===== config.mk =====
export PLATFORM = sky130hd
export DESIGN_NAME = uart_rx_frame_ctrl
export DESIGN_NICKNAME = d
export VERILOG_FILES = /design/src/rtl/uart_pkg.sv /design/src/rtl/uart_rx_timeout.sv /design/src/rtl/uart_rx_frame_ctrl.sv
export SDC_FILE = /design/constraint.sdc
export NUM_CORES = 1
export LEC_CHECK = 0
export ABC_AREA = 0
export CAP_MARGIN = 10
export CORE_MARGIN = 8
export CORE_UTILIZATION = 56
export DETAILED_ROUTE_END_ITERATION = 6
export GPL_TIMING_DRIVEN = 0
export HOLD_SLACK_MARGIN = 0.08
export PLACE_DENSITY = 0.74
export SLEW_MARGIN = 15
export SYNTH_ARGS = -nofsm -noshare
export SYNTH_HDL_FRONTEND = slang
export SYNTH_SLANG_ARGS = --single-unit

===== constraint.sdc =====
create_clock -name i_clk -period 3.4 [get_ports i_clk]
set_clock_uncertainty 0.1 [all_clocks]
set_input_delay 0.51 -clock i_clk [delete_from_list [all_inputs] [get_ports i_clk]]
set_output_delay 0.51 -clock i_clk [all_outputs]
set_load 0.05 [all_outputs]

===== src/rtl/uart_pkg.sv =====
// Shared definitions for the UART receive path.
//   state_e        : frame controller FSM states
//   ERR_LEN/CHK/TMO: error codes reported on o_err_code
//   SYNC_BYTE_DEF  : default frame start marker
package uart_pkg;

    typedef enum logic [2:0] {
        StIdle,
        StLen,
        StPld,
        StChk,
        StDrain
    } state_e;

    localparam logic [1:0] ERR_NONE = 2'b00;
    localparam logic [1:0] ERR_LEN  = 2'b01;
    localparam logic [1:0] ERR_CHK  = 2'b10;
    localparam logic [1:0] ERR_TMO  = 2'b11;

    localparam logic [7:0] SYNC_BYTE_DEF = 8'hA5;

endpackage


===== src/rtl/uart_rx_timeout.sv =====
// Inter-byte timeout counter.
//   i_clk, i_rst : clock, asynchronous active-low reset
//   i_en         : count while a frame is being received
//   i_clr        : byte seen this cycle, restart the count
//   o_expired    : the coming edge would bring the count to TIMEOUT_CYC (single-cycle pulse)
module uart_rx_timeout #(
    parameter int unsigned TIMEOUT_CYC = 10416,
    parameter int unsigned CNT_W       = 14
) (
    input  logic i_clk,
    input  logic i_rst,
    input  logic i_en,
    input  logic i_clr,
    output logic o_expired
);

    localparam logic [CNT_W-1:0] LastCnt = CNT_W'(TIMEOUT_CYC - 1);

    logic [CNT_W-1:0] cnt_q, cnt_d;

    // A byte on the expiry cycle wins: i_clr masks the pulse.
    always_comb begin
        o_expired = i_en && !i_clr && (cnt_q == LastCnt);
        if (!i_en || i_clr || o_expired) begin
            cnt_d = '0;
        end else begin
            cnt_d = cnt_q + CNT_W'(1);
        end
    end

    always_ff @(posedge i_clk or negedge i_rst) begin
        if (!i_rst) begin
            cnt_q <= '0;
        end else begin
            cnt_q <= cnt_d;
        end
    end

endmodule


===== src/rtl/uart_rx_frame_ctrl.sv =====
// Frame controller behind the UART receiver.
// Parses SYNC|LEN|PAYLOAD[LEN]|CHK, buffers the payload, verifies checksum and
// inter-byte timeout, then releases the payload over valid/ready.
//   i_clk, i_rst              : clock, asynchronous active-low reset
//   i_rx_data, i_rx_valid     : byte stream from the UART receiver
//   o_pld_data/valid/last     : payload stream, i_pld_ready accepts
//   o_err_valid, o_err_code   : rejected-frame pulse and held reason code
//   o_drop                    : byte discarded while draining
module uart_rx_frame_ctrl
    import uart_pkg::*;
#(
    parameter int unsigned MAX_LEN     = 16,
    parameter logic [7:0]  SYNC_BYTE   = SYNC_BYTE_DEF,
    parameter int unsigned TIMEOUT_CYC = 10416,
    parameter int unsigned CNT_W       = 14
) (
    input  logic       i_clk,
    input  logic       i_rst,
    input  logic [7:0] i_rx_data,
    input  logic       i_rx_valid,
    output logic [7:0] o_pld_data,
    output logic       o_pld_valid,
    input  logic       i_pld_ready,
    output logic       o_pld_last,
    output logic       o_err_valid,
    output logic [1:0] o_err_code,
    output logic       o_drop
);

    localparam int unsigned PTR_W      = $clog2(MAX_LEN);
    localparam int unsigned LEN_W      = $clog2(MAX_LEN + 1);
    localparam logic [7:0]  MaxLenByte = 8'(MAX_LEN);

    state_e             state_q, state_d;
    logic [LEN_W-1:0]   len_q, len_d;
    logic [PTR_W-1:0]   wr_ptr_q, wr_ptr_d;
    logic [PTR_W-1:0]   rd_ptr_q, rd_ptr_d;
    logic [7:0]         sum_q, sum_d;
    logic               pld_valid_q, pld_valid_d;
    logic               err_valid_q, err_valid_d;
    logic [1:0]         err_code_q, err_code_d;
    logic               drop_q, drop_d;
    logic [7:0]         buf_q [MAX_LEN];

    logic               buf_we;
    logic [7:0]         chk_sum;
    logic               wr_last, rd_last;
    logic               tmo_en, tmo_expired;

    assign tmo_en  = state_q inside {StLen, StPld, StChk};
    assign wr_last = (LEN_W'(wr_ptr_q) == len_q - LEN_W'(1));
    assign rd_last = (LEN_W'(rd_ptr_q) == len_q - LEN_W'(1));

    uart_rx_timeout #(
        .TIMEOUT_CYC (TIMEOUT_CYC),
        .CNT_W       (CNT_W)
    ) u_timeout (
        .i_clk     (i_clk),
        .i_rst     (i_rst),
        .i_en      (tmo_en),
        .i_clr     (i_rx_valid),
        .o_expired (tmo_expired)
    );

    always_comb begin
        state_d     = state_q;
        len_d       = len_q;
        wr_ptr_d    = wr_ptr_q;
        rd_ptr_d    = rd_ptr_q;
        sum_d       = sum_q;
        pld_valid_d = pld_valid_q;
        err_valid_d = 1'b0;
        err_code_d  = err_code_q;
        drop_d      = 1'b0;
        buf_we      = 1'b0;
        chk_sum     = sum_q + i_rx_data;

        unique case (state_q)
            StIdle: begin
                if (i_rx_valid && (i_rx_data == SYNC_BYTE)) begin
                    state_d = StLen;
                end
            end
            StLen: begin
                if (i_rx_valid) begin
                    if ((i_rx_data == 8'd0) || (i_rx_data > MaxLenByte)) begin
                        state_d     = StIdle;
                        err_valid_d = 1'b1;
                        err_code_d  = ERR_LEN;
                    end else begin
                        len_d    = i_rx_data[LEN_W-1:0];
                        wr_ptr_d = '0;
                        sum_d    = i_rx_data;
                        state_d  = StPld;
                    end
                end
            end
            StPld: begin
                // SYNC_BYTE values are plain data here; no resynchronisation.
                if (i_rx_valid) begin
                    buf_we = 1'b1;
                    sum_d  = sum_q + i_rx_data;
                    if (wr_last) begin
                        state_d = StChk;
                    end else begin
                        wr_ptr_d = wr_ptr_q + PTR_W'(1);
                    end
                end
            end
            StChk: begin
                if (i_rx_valid) begin
                    if (chk_sum == 8'd0) begin
                        state_d     = StDrain;
                        pld_valid_d = 1'b1;
                        rd_ptr_d    = '0;
                    end else begin
                        state_d     = StIdle;
                        err_valid_d = 1'b1;
                        err_code_d  = ERR_CHK;
                    end
                end
            end
            StDrain: begin
                drop_d = i_rx_valid;
                if (pld_valid_q && i_pld_ready) begin
                    if (rd_last) begin
                        state_d     = StIdle;
                        pld_valid_d = 1'b0;
                    end else begin
                        rd_ptr_d = rd_ptr_q + PTR_W'(1);
                    end
                end
            end
            default: begin
                state_d = StIdle;
            end
        endcase

        // Only asserted with no byte this cycle, so it never overrides byte handling.
        if (tmo_expired) begin
            state_d     = StIdle;
            err_valid_d = 1'b1;
            err_code_d  = ERR_TMO;
        end
    end

    always_ff @(posedge i_clk or negedge i_rst) begin
        if (!i_rst) begin
            state_q     <= StIdle;
            len_q       <= '0;
            wr_ptr_q    <= '0;
            rd_ptr_q    <= '0;
            sum_q       <= '0;
            pld_valid_q <= 1'b0;
            err_valid_q <= 1'b0;
            err_code_q  <= ERR_NONE;
            drop_q      <= 1'b0;
        end else begin
            state_q     <= state_d;
            len_q       <= len_d;
            wr_ptr_q    <= wr_ptr_d;
            rd_ptr_q    <= rd_ptr_d;
            sum_q       <= sum_d;
            pld_valid_q <= pld_valid_d;
            err_valid_q <= err_valid_d;
            err_code_q  <= err_code_d;
            drop_q      <= drop_d;
        end
    end

    // Payload storage needs no reset; contents only matter once written.
    always_ff @(posedge i_clk) begin
        if (buf_we) begin
            buf_q[wr_ptr_q] <= i_rx_data;
        end
    end

    assign o_pld_valid = pld_valid_q;
    assign o_pld_data  = pld_valid_q ? buf_q[rd_ptr_q] : 8'd0;
    assign o_pld_last  = pld_valid_q && rd_last;
    assign o_err_valid = err_valid_q;
    assign o_err_code  = err_code_q;
    assign o_drop      = drop_q;

endmodule

==> reports/qor.yml <==
setup_path:
  worstPathCellList: "buf_6, buf_8, mux4_2, mux4_2, and2_1, clkdlybuf4s15_2"
  crit_top_cell: "mux4_2"
  critPathLaunchType: "flip-flop"
  worst_path_max_delay_cell: "mux4_2"
  worst-path-buf-inv: 3
  arrival_ps: 2700
  crit_path_end_kind: "output pin"
  critPathMaxFanout: 10
  slowest_delay_ps: 550
  required_ps: 2790
  crit_type: "reg -> out"
  worst_path_dominant_cell_family: "multiplexers"
yosys:
  syn-cell-area_sq_um: 7690
  synth_edf_count: 128
  yosys_warnings: 0
  synth_fp_nets: 523
  ys_seq_area_share_pct: 64.0
  yosysTopAreaCell: "edfxtp_1"
  postSynthCellCount: 496
  synth_area_leaders: "edfxtp_1, dfrtp_1, mux4_2, ha_1, nor2_1"
  synth.distinct_cells: 65
  ys_ff_latch: 171
  synth-async-reset-ratio_pct: 25.1
  syn_area_per_cell_sq_um: 15.5
  synth_top_cell_area_share_pct: 50.0
  ys.flop_type: "edfxtp_1"
die:
  start_util_pct: 56.3
  rows: 43
  die_w_um: 133
  io_pins: 26
  dieArea_sq_um: 17700
  core_sq_um: 13700
  fp.dieH_um: 133
clock_tree:
  clk_pin_slew_worst_paths_ps: 60
  htree_levels: 4
  clockRootBuffer: "clkbuf_16"
  clkLatencyLatePin_ps: 430
  cts_made_buffers: 17
  cts_tree: "yes"
  clockBufferDepth: 2
  cts_setup_buffers: 0
  cts.sinks: 171
global_routing:
  grt_pass1_wl_um: 25400
  antenna_found_initial: 0
  grt_util_all_layers_pct: 19.1
  grt_max_degree: 24
  grt-ovfl-total: 0
  grt_pass1_vias: 4444
power:
  totalPowerFinal_mw: 5.32
  pwr_density_cell_nw_per_um2: 604
  peakVddDrop_mv: 0.286
  p_leak_nw: 3.10
timing:
  slew_viol_final: 0
  slew_headroom_pct: 38.6
  post-route-period-util_pct: 97.3
  finalSetupTns_ps: 0
  rsz0062_at_grt: "false"
  max_freq_ghz: 0.302
  period_minus_slack_ps: 3310
  worst_pin_slew_ps: 919
  final_hold_viol_count: 0
  finalSetupViolCount: 0
drt:
  wire_per_inst_um: 22.1
  via_per_inst: 6.00
  detail_route.wirelength_um: 16400
  drc: 0
  vias: 4432
  ant_nets: 0
  drtIter0Drc: 378
  detail_route.first_pass.iterations: 6
finish:
  register_area_sq_um: 4920
  drive_above_1_share_pct: 21.6
  synthToLayoutAreaGrowth_pct: 14.5
  num-fill-cells: 993
  antenna_cells: 0
  multi_input_area_sq_um: 2640
  nets: 573
  final_cells: 739
job:
  max_cap_viol_count: 0
placed_design:
  place_congestion: 0.783
  port_buffers: 25
  post-dp-hpwl_um: 11000
  numPlacedInstances: 706
min_path:
  hold_path.class: "reg -> reg"
status:
  status: "complete, no violations"
## synthesized netlist by cell type, types with 5 or more instances
cell and number:
inv_1 16, and3_1 5, clkbuf_1 12, dfrtp_1 43, ha_1 14, o21ai_0 14
a21oi_1 6, xnor2_1 12, nand2_1 28, nand4_1 6, nand3_1 14, mux2_2 6
nand2b_1 5, xor2_1 13, nor2_1 39, nor2b_1 5, and2_1 10, edfxtp_1 128
mux4_2 40, nor3_1 7
## layer usage
| metal | vias to the layer above | GRT usage [%] | routed length, um |
|---|---|---|---|
| li1 | 2020 | - | - |
| met1 | 2266 | 25.1 | 6980 |
| met2 | 126 | 30.6 | 8150 |
| met3 | 20 | 4.44 | 927 |
| met4 | 0 | 6.99 | 295 |
| met5 | - | 0 | 0 |
## worst reg2reg max path: stages (launching register included)
cell,delay (ps)
dfrtp_1,360
ha_1,190
inv_1,60
fa_1,390
nand2b_1,190
a21o_1,200
mux2i_1,200
o2111ai_1,270
nand2b_1,280
a31o_2,270
## placed cells by master (no fill, tap or decap), types with 6 or more instances in the layout
cell type	instances
clkbuf_1	8
ha_1	14
nor2_1	39
and2_1	10
clkbuf_16	17
nand4_1	6
nand3_1	14
o21ai_0	14
xor2_1	13
mux2_2	6
edfxtp_1	128
inv_1	16
xnor2_1	12
clkdlybuf4s50_1	9
nand2_1	28
a21oi_1	6
dfrtp_1	43
mux4_2	40
buf_2	10
## sequential cells by signal (all words and copies together) (netlist names)
name / cells
rd_ptr_q: 4
state_q: 3
len_q: 5
o_err_valid: 1
o_drop: 1
wr_ptr_q: 4
o_pld_valid: 1
u_timeout.cnt_q: 14
sum_q: 8
buf_q: 128
o_err_code: 2
## cell type report
| type | count | area share, % |
|---|---|---|
| plain buffers | 19 | 1.61 |
| clock buffers | 18 | 4.88 |
| clock inverters | 14 | 1.14 |
| inverters | 17 | 0.725 |
| multi-input cells | 289 | 29.9 |
| flip-flops and latches | 171 | 55.9 |
| well taps | 180 | 2.56 |
| repair buffers | 31 | 3.23 |
## final timing paths
path | startpoint | slack (ps) | to | cells past startpoint
worst min register to register | sum_q[5] | 390 | sum_q[5] | 2
max in group asynchronous | i_rst | 2220 | u_timeout.cnt_q[8] | 3
worst min-delay path | sum_q[5] | 390 | sum_q[5] | 2
worst max-delay path | rd_ptr_q[0] | 90 | o_pld_data[6] | 6
worst max register to register | sum_q[0] | 770 | rd_ptr_q[3] | 9
min in group asynchronous | i_rst | 490 | o_err_code[0] | 2
## stage by stage
stage               setup slack [ps]  util, %  hold WS (ps)  instance area (sq um)
finish                          93.2     64.4           390                   8800
CTS                             18.0     64.6           393                   8830
detailed placement              -805     60.3           379                   8240
floorplan                        660        -           114                   7690
global placement                -719     59.7           364                   8160
global route                    5.91     64.4           411                   8800
## power by group
part,internal [mW],switching [mW]
clock network,0.933,0.815
registers,2.27,0.0208
logic,0.530,0.752
total,3.73,1.59
## cells by family after synthesis
logic type	after synthesis	share of synthesized area (%)
DFF	171	64.0
and+or+nand+nor	144	9.99
AOI/OAI and AO/OA	54	5.00
muxes	49	13.0
buffers and inverters	36	2.05
xor gates and xnor gates	27	3.43
adders and majority gates	15	2.54
## timing repair
item / in CTS / in global routing
endpoints found under the setup margin: 19 / 17
hold endpoints to repair: 20 / 0
gates resized for setup: 46 / 22
hold buffers: 1 / 0
cloned: 0 / 0
No activity file was read; power rests on OpenSTA's default activity.
